### config.mk
export PLATFORM = sky130hd
export DESIGN_NAME = hazard_ctrl
export DESIGN_NICKNAME = d
export VERILOG_FILES = /design/src/rtl/hazard_pkg.sv /design/src/rtl/hazard_ctrl_fwd_sel.sv /design/src/rtl/hazard_ctrl.sv
export SDC_FILE = /design/constraint.sdc
export NUM_CORES = 1
export LEC_CHECK = 0
export ABC_CLOCK_PERIOD_IN_PS = 3500
export CAP_MARGIN = 20
export CORE_MARGIN = 5
export CORE_UTILIZATION = 40
export DETAILED_ROUTE_END_ITERATION = 10
export MAX_ROUTING_LAYER = met4
export PLACE_DENSITY_LB_ADDON = 0.25
export SYNTH_ARGS = -nofsm -noshare
export SYNTH_HDL_FRONTEND = slang
export SYNTH_SLANG_ARGS = --single-unit
### constraint.sdc
create_clock -name i_clk -period 3.5 [get_ports i_clk]
set_input_delay 0.35 -clock i_clk [delete_from_list [all_inputs] [get_ports i_clk]]
set_output_delay 0.35 -clock i_clk [all_outputs]
set_load 0.01 [all_outputs]
### src/rtl/hazard_pkg.sv
// Shared definitions for the decode-stage hazard controller: forward selects,
// controller states and the shadow scoreboard entry layout.
package hazard_pkg;

  localparam logic [1:0] FWD_REG = 2'd0;
  localparam logic [1:0] FWD_ALU = 2'd1;
  localparam logic [1:0] FWD_MEM = 2'd2;
  localparam logic [1:0] FWD_WB  = 2'd3;

  typedef enum logic [1:0] {
    RUN     = 2'd0,
    MC_BUSY = 2'd1,
    FLUSH   = 2'd2
  } hz_state_e;

  // Destination part of a shadow entry; all a consumer needs to detect a match.
  typedef struct packed {
    logic       valid;
    logic [4:0] wr_addr;
    logic       reg_write;
  } dest_t;

  typedef struct packed {
    dest_t dst;
    logic  is_load;
  } shadow_t;

  localparam dest_t   DEST_NONE   = '0;
  localparam shadow_t SHADOW_NONE = '0;

  function automatic logic dest_hit(input dest_t d, input logic [4:0] addr);
    return d.valid & d.reg_write & (d.wr_addr == addr);
  endfunction

endpackage

### src/rtl/hazard_ctrl_fwd_sel.sv
// Per-operand forward/stall resolver: youngest producer wins, r0 never forwards.
module fwd_sel
  import hazard_pkg::*;
(
  input  logic       use_op,
  input  logic [4:0] addr,
  input  dest_t      ex_d,
  input  shadow_t    mem_e,
  input  dest_t      wb_d,
  output logic [1:0] sel,
  output logic       stall
);

  // Priority resolve against EX, then MEM, then WB.
  always_comb begin
    sel   = FWD_REG;
    stall = 1'b0;
    if (!use_op || (addr == 5'd0)) begin
      sel   = FWD_REG;
      stall = 1'b0;
    end else if (dest_hit(ex_d, addr)) begin
      sel   = FWD_REG;
      stall = 1'b1;
    end else if (dest_hit(mem_e.dst, addr)) begin
      sel   = mem_e.is_load ? FWD_MEM : FWD_ALU;
      stall = 1'b0;
    end else if (dest_hit(wb_d, addr)) begin
      sel   = FWD_WB;
      stall = 1'b0;
    end else begin
      sel   = FWD_REG;
      stall = 1'b0;
    end
  end

endmodule

### src/rtl/hazard_ctrl.sv
// Decode-stage hazard controller: shadow scoreboard of EX/MEM/WB destinations,
// forwarding selects, dependency stalls, multicycle-EX holds and flush sequencing.
module hazard_ctrl
  import hazard_pkg::*;
#(
  parameter int MC_LAT    = 4,
  parameter int FLUSH_CYC = 2
) (
  input  logic       i_clk,
  input  logic       i_rst,
  input  logic       i_id_valid,
  input  logic [4:0] i_id_rs,
  input  logic [4:0] i_id_rt,
  input  logic       i_id_use_rs,
  input  logic       i_id_use_rt,
  input  logic [4:0] i_id_wr_addr,
  input  logic       i_id_reg_write,
  input  logic       i_id_is_load,
  input  logic       i_id_multicycle,
  input  logic       i_exception,
  input  logic       i_eret,
  output logic [1:0] o_mux_ctrl1,
  output logic [1:0] o_mux_ctrl2,
  output logic       o_stall_if,
  output logic       o_stall_id,
  output logic       o_bubble_ex,
  output logic       o_hold_ex,
  output logic       o_flush,
  output logic       o_busy
);

  localparam logic [3:0] MC_LOAD = 4'(MC_LAT - 1);
  localparam logic [2:0] FL_LOAD = 3'(FLUSH_CYC);

  hz_state_e  state_r, state_nxt_s;
  logic [3:0] mc_cnt_r, mc_cnt_nxt_s;
  logic [2:0] fl_cnt_r, fl_cnt_nxt_s;
  shadow_t    ex_r, mem_r, id_entry_s;
  dest_t      wb_r;
  logic [1:0] sel1_s, sel2_s;
  logic       dep1_s, dep2_s, dep_s;
  logic       flush_start_s, advance_s, mc_start_s;

  fwd_sel u_fwd_rs (
    .use_op(i_id_use_rs), .addr(i_id_rs), .ex_d(ex_r.dst), .mem_e(mem_r),
    .wb_d(wb_r), .sel(sel1_s), .stall(dep1_s)
  );

  fwd_sel u_fwd_rt (
    .use_op(i_id_use_rt), .addr(i_id_rt), .ex_d(ex_r.dst), .mem_e(mem_r),
    .wb_d(wb_r), .sel(sel2_s), .stall(dep2_s)
  );

  // Pipeline events; an eret already in FLUSH is ignored, an exception always restarts it.
  always_comb begin
    dep_s         = dep1_s | dep2_s;
    flush_start_s = i_exception | (i_eret & i_id_valid & (state_r != FLUSH));
    advance_s     = i_id_valid & (state_r == RUN) & ~dep_s & ~flush_start_s;
    mc_start_s    = advance_s & i_id_multicycle;
    id_entry_s    = '{dst: '{valid: 1'b1, wr_addr: i_id_wr_addr, reg_write: i_id_reg_write},
                      is_load: i_id_is_load};
  end

  // State and counter register.
  always_ff @(posedge i_clk) begin
    if (i_rst) begin
      state_r  <= RUN;
      mc_cnt_r <= 4'd0;
      fl_cnt_r <= 3'd0;
    end else begin
      state_r  <= state_nxt_s;
      mc_cnt_r <= mc_cnt_nxt_s;
      fl_cnt_r <= fl_cnt_nxt_s;
    end
  end

  // Next-state and counter update; a flush start pre-empts every state.
  always_comb begin
    state_nxt_s  = state_r;
    mc_cnt_nxt_s = mc_cnt_r;
    fl_cnt_nxt_s = fl_cnt_r;
    if (flush_start_s) begin
      state_nxt_s  = FLUSH;
      mc_cnt_nxt_s = 4'd0;
      fl_cnt_nxt_s = FL_LOAD;
    end else begin
      case (state_r)
        RUN: begin
          if (mc_start_s) begin
            state_nxt_s  = MC_BUSY;
            mc_cnt_nxt_s = MC_LOAD;
          end else begin
            state_nxt_s  = RUN;
          end
        end
        MC_BUSY: begin
          mc_cnt_nxt_s = (mc_cnt_r == 4'd0) ? 4'd0 : (mc_cnt_r - 4'd1);
          state_nxt_s  = (mc_cnt_r <= 4'd1) ? RUN : MC_BUSY;
        end
        FLUSH: begin
          fl_cnt_nxt_s = (fl_cnt_r == 3'd0) ? 3'd0 : (fl_cnt_r - 3'd1);
          state_nxt_s  = (fl_cnt_r <= 3'd1) ? RUN : FLUSH;
        end
        default: begin
          state_nxt_s  = RUN;
          mc_cnt_nxt_s = 4'd0;
          fl_cnt_nxt_s = 3'd0;
        end
      endcase
    end
  end

  // Shadow scoreboard advance; EX parks a multicycle op and is emptied on any flush.
  always_ff @(posedge i_clk) begin
    if (i_rst) begin
      ex_r  <= SHADOW_NONE;
      mem_r <= SHADOW_NONE;
      wb_r  <= DEST_NONE;
    end else begin
      wb_r  <= mem_r.dst;
      mem_r <= (state_r == MC_BUSY) ? SHADOW_NONE : ex_r;
      if (flush_start_s || (state_r == FLUSH)) begin
        ex_r <= SHADOW_NONE;
      end else if (state_r == MC_BUSY) begin
        ex_r <= ex_r;
      end else if (advance_s) begin
        ex_r <= id_entry_s;
      end else begin
        ex_r <= SHADOW_NONE;
      end
    end
  end

  // Output decode; everything is forced low while reset is applied.
  always_comb begin
    o_mux_ctrl1 = FWD_REG;
    o_mux_ctrl2 = FWD_REG;
    o_stall_if  = 1'b0;
    o_stall_id  = 1'b0;
    o_bubble_ex = 1'b0;
    o_hold_ex   = 1'b0;
    o_flush     = 1'b0;
    o_busy      = 1'b0;
    if (i_rst) begin
      o_busy = 1'b0;
    end else begin
      case (state_r)
        RUN: begin
          o_mux_ctrl1 = sel1_s;
          o_mux_ctrl2 = sel2_s;
          if (dep_s && !flush_start_s) begin
            o_stall_if  = 1'b1;
            o_stall_id  = 1'b1;
            o_bubble_ex = 1'b1;
          end else begin
            o_bubble_ex = 1'b0;
          end
        end
        MC_BUSY: begin
          o_mux_ctrl1 = sel1_s;
          o_mux_ctrl2 = sel2_s;
          o_busy      = 1'b1;
          if (!flush_start_s) begin
            o_stall_if = 1'b1;
            o_stall_id = 1'b1;
            o_hold_ex  = 1'b1;
          end else begin
            o_hold_ex  = 1'b0;
          end
        end
        FLUSH: begin
          o_flush = 1'b1;
          o_busy  = 1'b1;
        end
        default: begin
          o_busy = 1'b1;
        end
      endcase
    end
  end

endmodule

# Word level (Yosys, flattened, before mapping)
# Index checks and enable logic that the tools add are counted.
dict set report word_totals {
  regBits 32
  input_bits 25
  out_inout_bits 10
  word_cells 109
}
dict set report op_classes {
  add_sub_neg 2
  magnitude_cmp 2
  n_eq_ne 11
  mux 41
  bitwise 20
  reduce_logical 17
}
# op n
set op_table {}
lappend op_table {{2-to-1 mux 2 bit} 16}
lappend op_table {{equality test 5 bit} 6}
lappend op_table {{2-to-1 mux 1 bit} 17}
lappend op_table {{bitwise AND 1 bit} 15}
lappend op_table {{case mux 4 bit (3 select lines)} 1}
lappend op_table {{zero test 5 bit} 2}
lappend op_table {{2-to-1 mux 4 bit} 2}
lappend op_table {{2-to-1 mux 8 bit} 1}
lappend op_table {{OR reduction 2 bit} 4}
lappend op_table {{case mux 2 bit (3 select lines)} 1}
lappend op_table {{case mux 3 bit (2 select lines)} 1}
lappend op_table {{less-or-equal comparator 4 x 1 -> 1 bit (second input constant)} 1}
lappend op_table {{zero test 4 bit} 1}
lappend op_table {{inequality test 2 bit (second input constant)} 2}
lappend op_table {{subtractor 4 x 1 -> 4 bit (second input constant)} 1}
lappend op_table {{less-or-equal comparator 3 x 1 -> 1 bit (second input constant)} 1}
lappend op_table {{zero test 1 bit} 3}
lappend op_table {{zero test 3 bit} 1}
lappend op_table {{logical OR 1 bit} 3}
lappend op_table {{2-to-1 mux 3 bit} 1}
lappend op_table {{inverter 1 bit} 3}
lappend op_table {{subtractor 3 x 1 -> 3 bit (second input constant)} 1}
lappend op_table {{equality test 2 x 1 -> 1 bit (second input constant)} 1}
lappend op_table {{equality test 2 bit (second input constant)} 1}
lappend op_table {{other kinds (6)} 7}

# Logic depth before layout (Yosys ltp)
dict set report depth {
  depth_word 12
  ltp_mapped 6
  ltp_nobuf 5
}

# Hierarchy
# A second synthesis with hierarchy kept.
dict set report hier_totals {
  hier_cells 199
  hier_area_um2 1779.2
}
# mod n_inst cells_each area_each_um2 seq_area_each_um2
set modules_own_cells {}
lappend modules_own_cells {hazard_ctrl 1 137 1308.8 640.6}
lappend modules_own_cells {fwd_sel 2 31 235.2 0.0}

# Worst setup path after synthesis
# No wires, ideal clock.
dict set report synth_timing {
  path_type {input port to output port}
  startpoint {input port i_id_rs[1]}
  endpoint {output port o_stall_if}
  arrival_time_ns 1.572
  required_time_ns 3.150
  slack_ns 1.578
  stages 5
  path_buffers 1
  path_cell_list {or4_1 > o21ai_1 > o22ai_2 > o211a_1 > buf_4}
}
dict set report synth_via {
  elab_chain_len 9
  elab_cells_between_ends 11
  cone_classes {eq/ne: 1; mux: 5; bitwise: 2; reduce/logical: 3}
}
# element line
set synth_lines {}
lappend synth_lines {{from (decl)} hazard_ctrl.sv:12} ;# input logic [4:0] i_id_rs,
lappend synth_lines {{equality test 5 bit} hazard_pkg.sv:32} ;# return d.valid & d.reg_write & (d.wr_addr == addr);
lappend synth_lines {{bitwise AND 1 bit} hazard_pkg.sv:32}
lappend synth_lines {{2-to-1 mux 1 bit} hazard_ctrl_fwd_sel.sv:21} ;# end else if (dest_hit(ex_d, addr)) begin
lappend synth_lines {{2-to-1 mux 1 bit *} hazard_ctrl_fwd_sel.sv:18} ;# if (!use_op || (addr == 5'd0)) begin
lappend synth_lines {{bitwise OR 1 bit *} hazard_ctrl.sv:56} ;# dep_s = dep1_s | dep2_s;
lappend synth_lines {{logical AND 1 bit *} hazard_ctrl.sv:151} ;# if (dep_s && !flush_start_s) begin
lappend synth_lines {{2-to-1 mux 1 bit *} n/a}
lappend synth_lines {{case mux 1 bit (2 select lines) *} n/a}
lappend synth_lines {{2-to-1 mux 1 bit *} n/a}
lappend synth_lines {{to (decl)} hazard_ctrl.sv:24} ;# output logic o_stall_if,
# Every way passes the cells marked *; elsewhere a longest branch is shown, timed or not.

# Worst setup path in the final report
dict set report layout_timing {
  startpoint {input port i_id_rt[2]}
  endpoint {output port o_bubble_ex}
}
dict set report layout_via {
  elab_chain_len 9
  elab_cells_between_ends 11
  cone_classes {eq/ne: 1; mux: 5; bitwise: 2; reduce/logical: 3}
}
# element line
set layout_lines {}
lappend layout_lines {{from (decl)} hazard_ctrl.sv:13} ;# input logic [4:0] i_id_rt,
lappend layout_lines {{equality test 5 bit} hazard_pkg.sv:32}
lappend layout_lines {{bitwise AND 1 bit} hazard_pkg.sv:32}
lappend layout_lines {{2-to-1 mux 1 bit} hazard_ctrl_fwd_sel.sv:21}
lappend layout_lines {{2-to-1 mux 1 bit *} hazard_ctrl_fwd_sel.sv:18}
lappend layout_lines {{bitwise OR 1 bit *} hazard_ctrl.sv:56}
lappend layout_lines {{logical AND 1 bit *} hazard_ctrl.sv:151}
lappend layout_lines {{2-to-1 mux 1 bit *} hazard_ctrl.sv:151}
lappend layout_lines {{2-to-1 mux 1 bit *} hazard_ctrl.sv:147} ;# case (state_r)
lappend layout_lines {{2-to-1 mux 1 bit *} hazard_ctrl.sv:144} ;# if (i_rst) begin
lappend layout_lines {{to (decl)} hazard_ctrl.sv:26} ;# output logic o_bubble_ex,
# Marks and branches as above.

==> flow_summary.yaml <==
run_status:
  status: "completed"
cts:
  cts_resized: 0
  hold_buffers: 0
  cts_tree: "built"
  insertion_delay_ns: 0.28
  cts_inserted_buffers: 5
  cts_sinks: 32
  htreeDepth: 2
  cts_setup_buffers: 0
  clk_path_buf_depth: 2
  cts_root_buffer: "clkbuf_8"
  cts.clk_slew.worst_paths_ns: 0.06
worst_hold_path:
  hold_class: "flip-flop to flip-flop"
timing:
  rsz0062_at_grt: "no"
  hold_viol: 0
  worstMarginPinSlew_ns: 0.5237
  skew_ns: 0.003897
  fin_crit_sh: 0.8337
  fmax_ghz: 0.3427
  finalMaxSlewViolations: 0
  maxSlewHeadroom: 0.6494
  whs_ns: 0.4449
  setup_viol_count_final: 0
  layout_min_cycle_time_ns: 2.918
  setup_tns_ns: 0
  fin_ws_ns: 0.5819
floorplanning:
  ioPinCount: 35
  initial_utilization: 0.4157
  core_sq_um: 4058
  dieWidth_um: 74.94
  num_rows: 23
  die-area_sq_um: 5615
  fp.dieH_um: 74.94
grt:
  antenna_found_initial: 0
  grt_max_degree: 14
  grt_pass1_wl_mm: 6.713
  grt_overflow: 0
  grt_pass1_vias: 1424
  grt_use_total: 0.1638
placement:
  place_congestion: 0.9181
  hpwl_mm: 3.188
  dpl.cell_count: 284
  preCtsSetupSlack_ns: 0.5939
  port_buffers: 34
  place_area_sq_um: 2083
worst_setup_path:
  worstPathArrival_ns: 2.57
  crit_chain: "clkdlybuf4s50_1, xor2_1, nor4_1, nand4_1, o22ai_2, and3_1, clkdlybuf4s50_1"
  critPathMaxFanout: 4
  cpPeakStageDelay_ns: 0.53
  cp.required_ns: 3.15
  cp_slowest_cell: "clkdlybuf4s50_1"
  startpoint_type: "input port"
  path_common_cell: "clkdlybuf4s50_1"
  critPathKind: "input port to primary output"
  worstSetupEndpointType: "primary output"
power_and_ir_drop:
  peakVddDrop_v: 0.0002700
  intPower_uw: 628.5
  share_comb_of_total_power: 0.113
  leakagePower_nw: 0.8313
  switching_share: 0.2242
  p_seq_frac: 0.465
  power_density_nw_per_um2: 369.8
  power_uw: 810.2
  clock_power_share: 0.422
  switching_power_uw: 181.6
logic_synthesis:
  synth-edff-count: 0
  yosys-top-cells-count: "32 x dfxtp_1, 21 x nand2_1, 18 x xor2_1"
  synth-seq-area-share: 0.3798
  syn-instance-count: 202
  synth.largest_area_cell: "dfxtp_1"
  syn_area_sq_um: 1687
  synthTopCellsByArea: "dfxtp_1 38%, xor2_1 9.3%, xnor2_1 5.2%"
  async_flop_share: 0
  synth.avg_cell_area_sq_um: 8.350
  synth_top_cell_area_share: 0.3798
  ys_ff_latch: 32
  yosysMostFrequentCell: "dfxtp_1"
  ys_warn_count: 0
  synth_nets: 229
  synthFlopType: "dfxtp_1"
  synthDistinctLibCells: 40
route:
  wl_per_cell_um: 13.82
  via_per_inst: 5.308
  wl_mm: 4.035
  dr_total_vias: 1550
  drt_pass1_iterations: 4
  drtIter0Drc: 92
  ant_nets: 0
  drc: 0
cells_and_area:
  drive_gt1_frac: 0.07025
  areaGrowthSynthToFinish_pct: 29.90
  fillCellCount: 396
  final_util: 0.5399
  final_cells: 292
  fin_area_sq_um: 2191
  antennaDiodeCount: 0
  fin_nets: 268
run:
  maxCapViolCount: 0
[worst max-delay path, delay by kind of cell]
family,cells,cell delay [ns]
xor+xnor,1,0.18
buf+inv,2,1.02
compound gates,1,0.27
simple gates,3,0.74
[cells by family after synthesis]
family / count (synthesis) / share of synthesized area
AND/OR/NAND/NOR: 87 / 0.2745
AO/OA/AOI/OAI: 38 / 0.1395
flip-flops: 32 / 0.3798
XOR/XNOR: 28 / 0.1454
buffers and inverters: 14 / 0.03932
adder cells (fa/ha/maj): 2 / 0.01483
multiplexers: 1 / 0.006676
[worst paths after layout]
check,from,end,slack (ns),cells after the start
worst min-delay path,ex_r[0],ex_r[0],0.44,2
worst min register to register,ex_r[0],ex_r[0],0.44,2
worst max-delay path,i_id_rt[2],o_bubble_ex,0.58,7
worst max register to register,ex_r[4],mc_cnt_r[3],1.63,6
[area by class of cell]
class | instances | area (sq um) | area share
repair buffers | 38 | 370.4 | 0.1690
inverters | 8 | 30.03 | 0.01371
well taps | 50 | 62.56 | 0.02856
clock inverters | 2 | 35.03 | 0.01599
multi-input cells | 156 | 979.7 | 0.4472
clock buffers | 6 | 72.57 | 0.03312
flip-flops and latches | 32 | 640.6 | 0.2924
[layer usage]
metal	part of all wire	global-route usage	vias to the layer above
li1	-	-	775
met2	0.42	0.2398	50
met5	0	-	-
met3	0.084	0.04673	10
met4	0.022	0.06917	0
met1	0.47	0.2103	715
[sequential cells by signal (all words and copies together), names as in the netlist]
signal	flops
ex_r	8
mem_r	8
state_r	2
fl_cnt_r	3
mc_cnt_r	4
wb_r	7
[power groups by stage]
stage | Sequential (mW) | Combinational [mW] | Clock [mW]
after floorplan | 0.380 | 0.0458 | 0
after global placement | 0.385 | 0.0915 | 0
after detailed placement | 0.385 | 0.0914 | 0
after CTS | 0.376 | 0.0920 | 0.350
after global routing | 0.377 | 0.101 | 0.371
final | 0.377 | 0.0918 | 0.342
[layout by cell type (no fill, tap or decap), drive strengths merged, types with 2 or more instances in the layout]
cell type	n
xor2	18
ha	2
nor3	9
inv	7
clkdlybuf4s50	34
dfxtp	32
o22ai	6
buf	4
nor4	4
nand3	9
clkbuf	6
o21ai	17
nand2	21
or4	2
xnor2	10
nand4	4
a21oi	8
nor2b	10
nand2b	2
and2	8
nor2	13
clkinv	2
(Power assumes the default switching activity.)
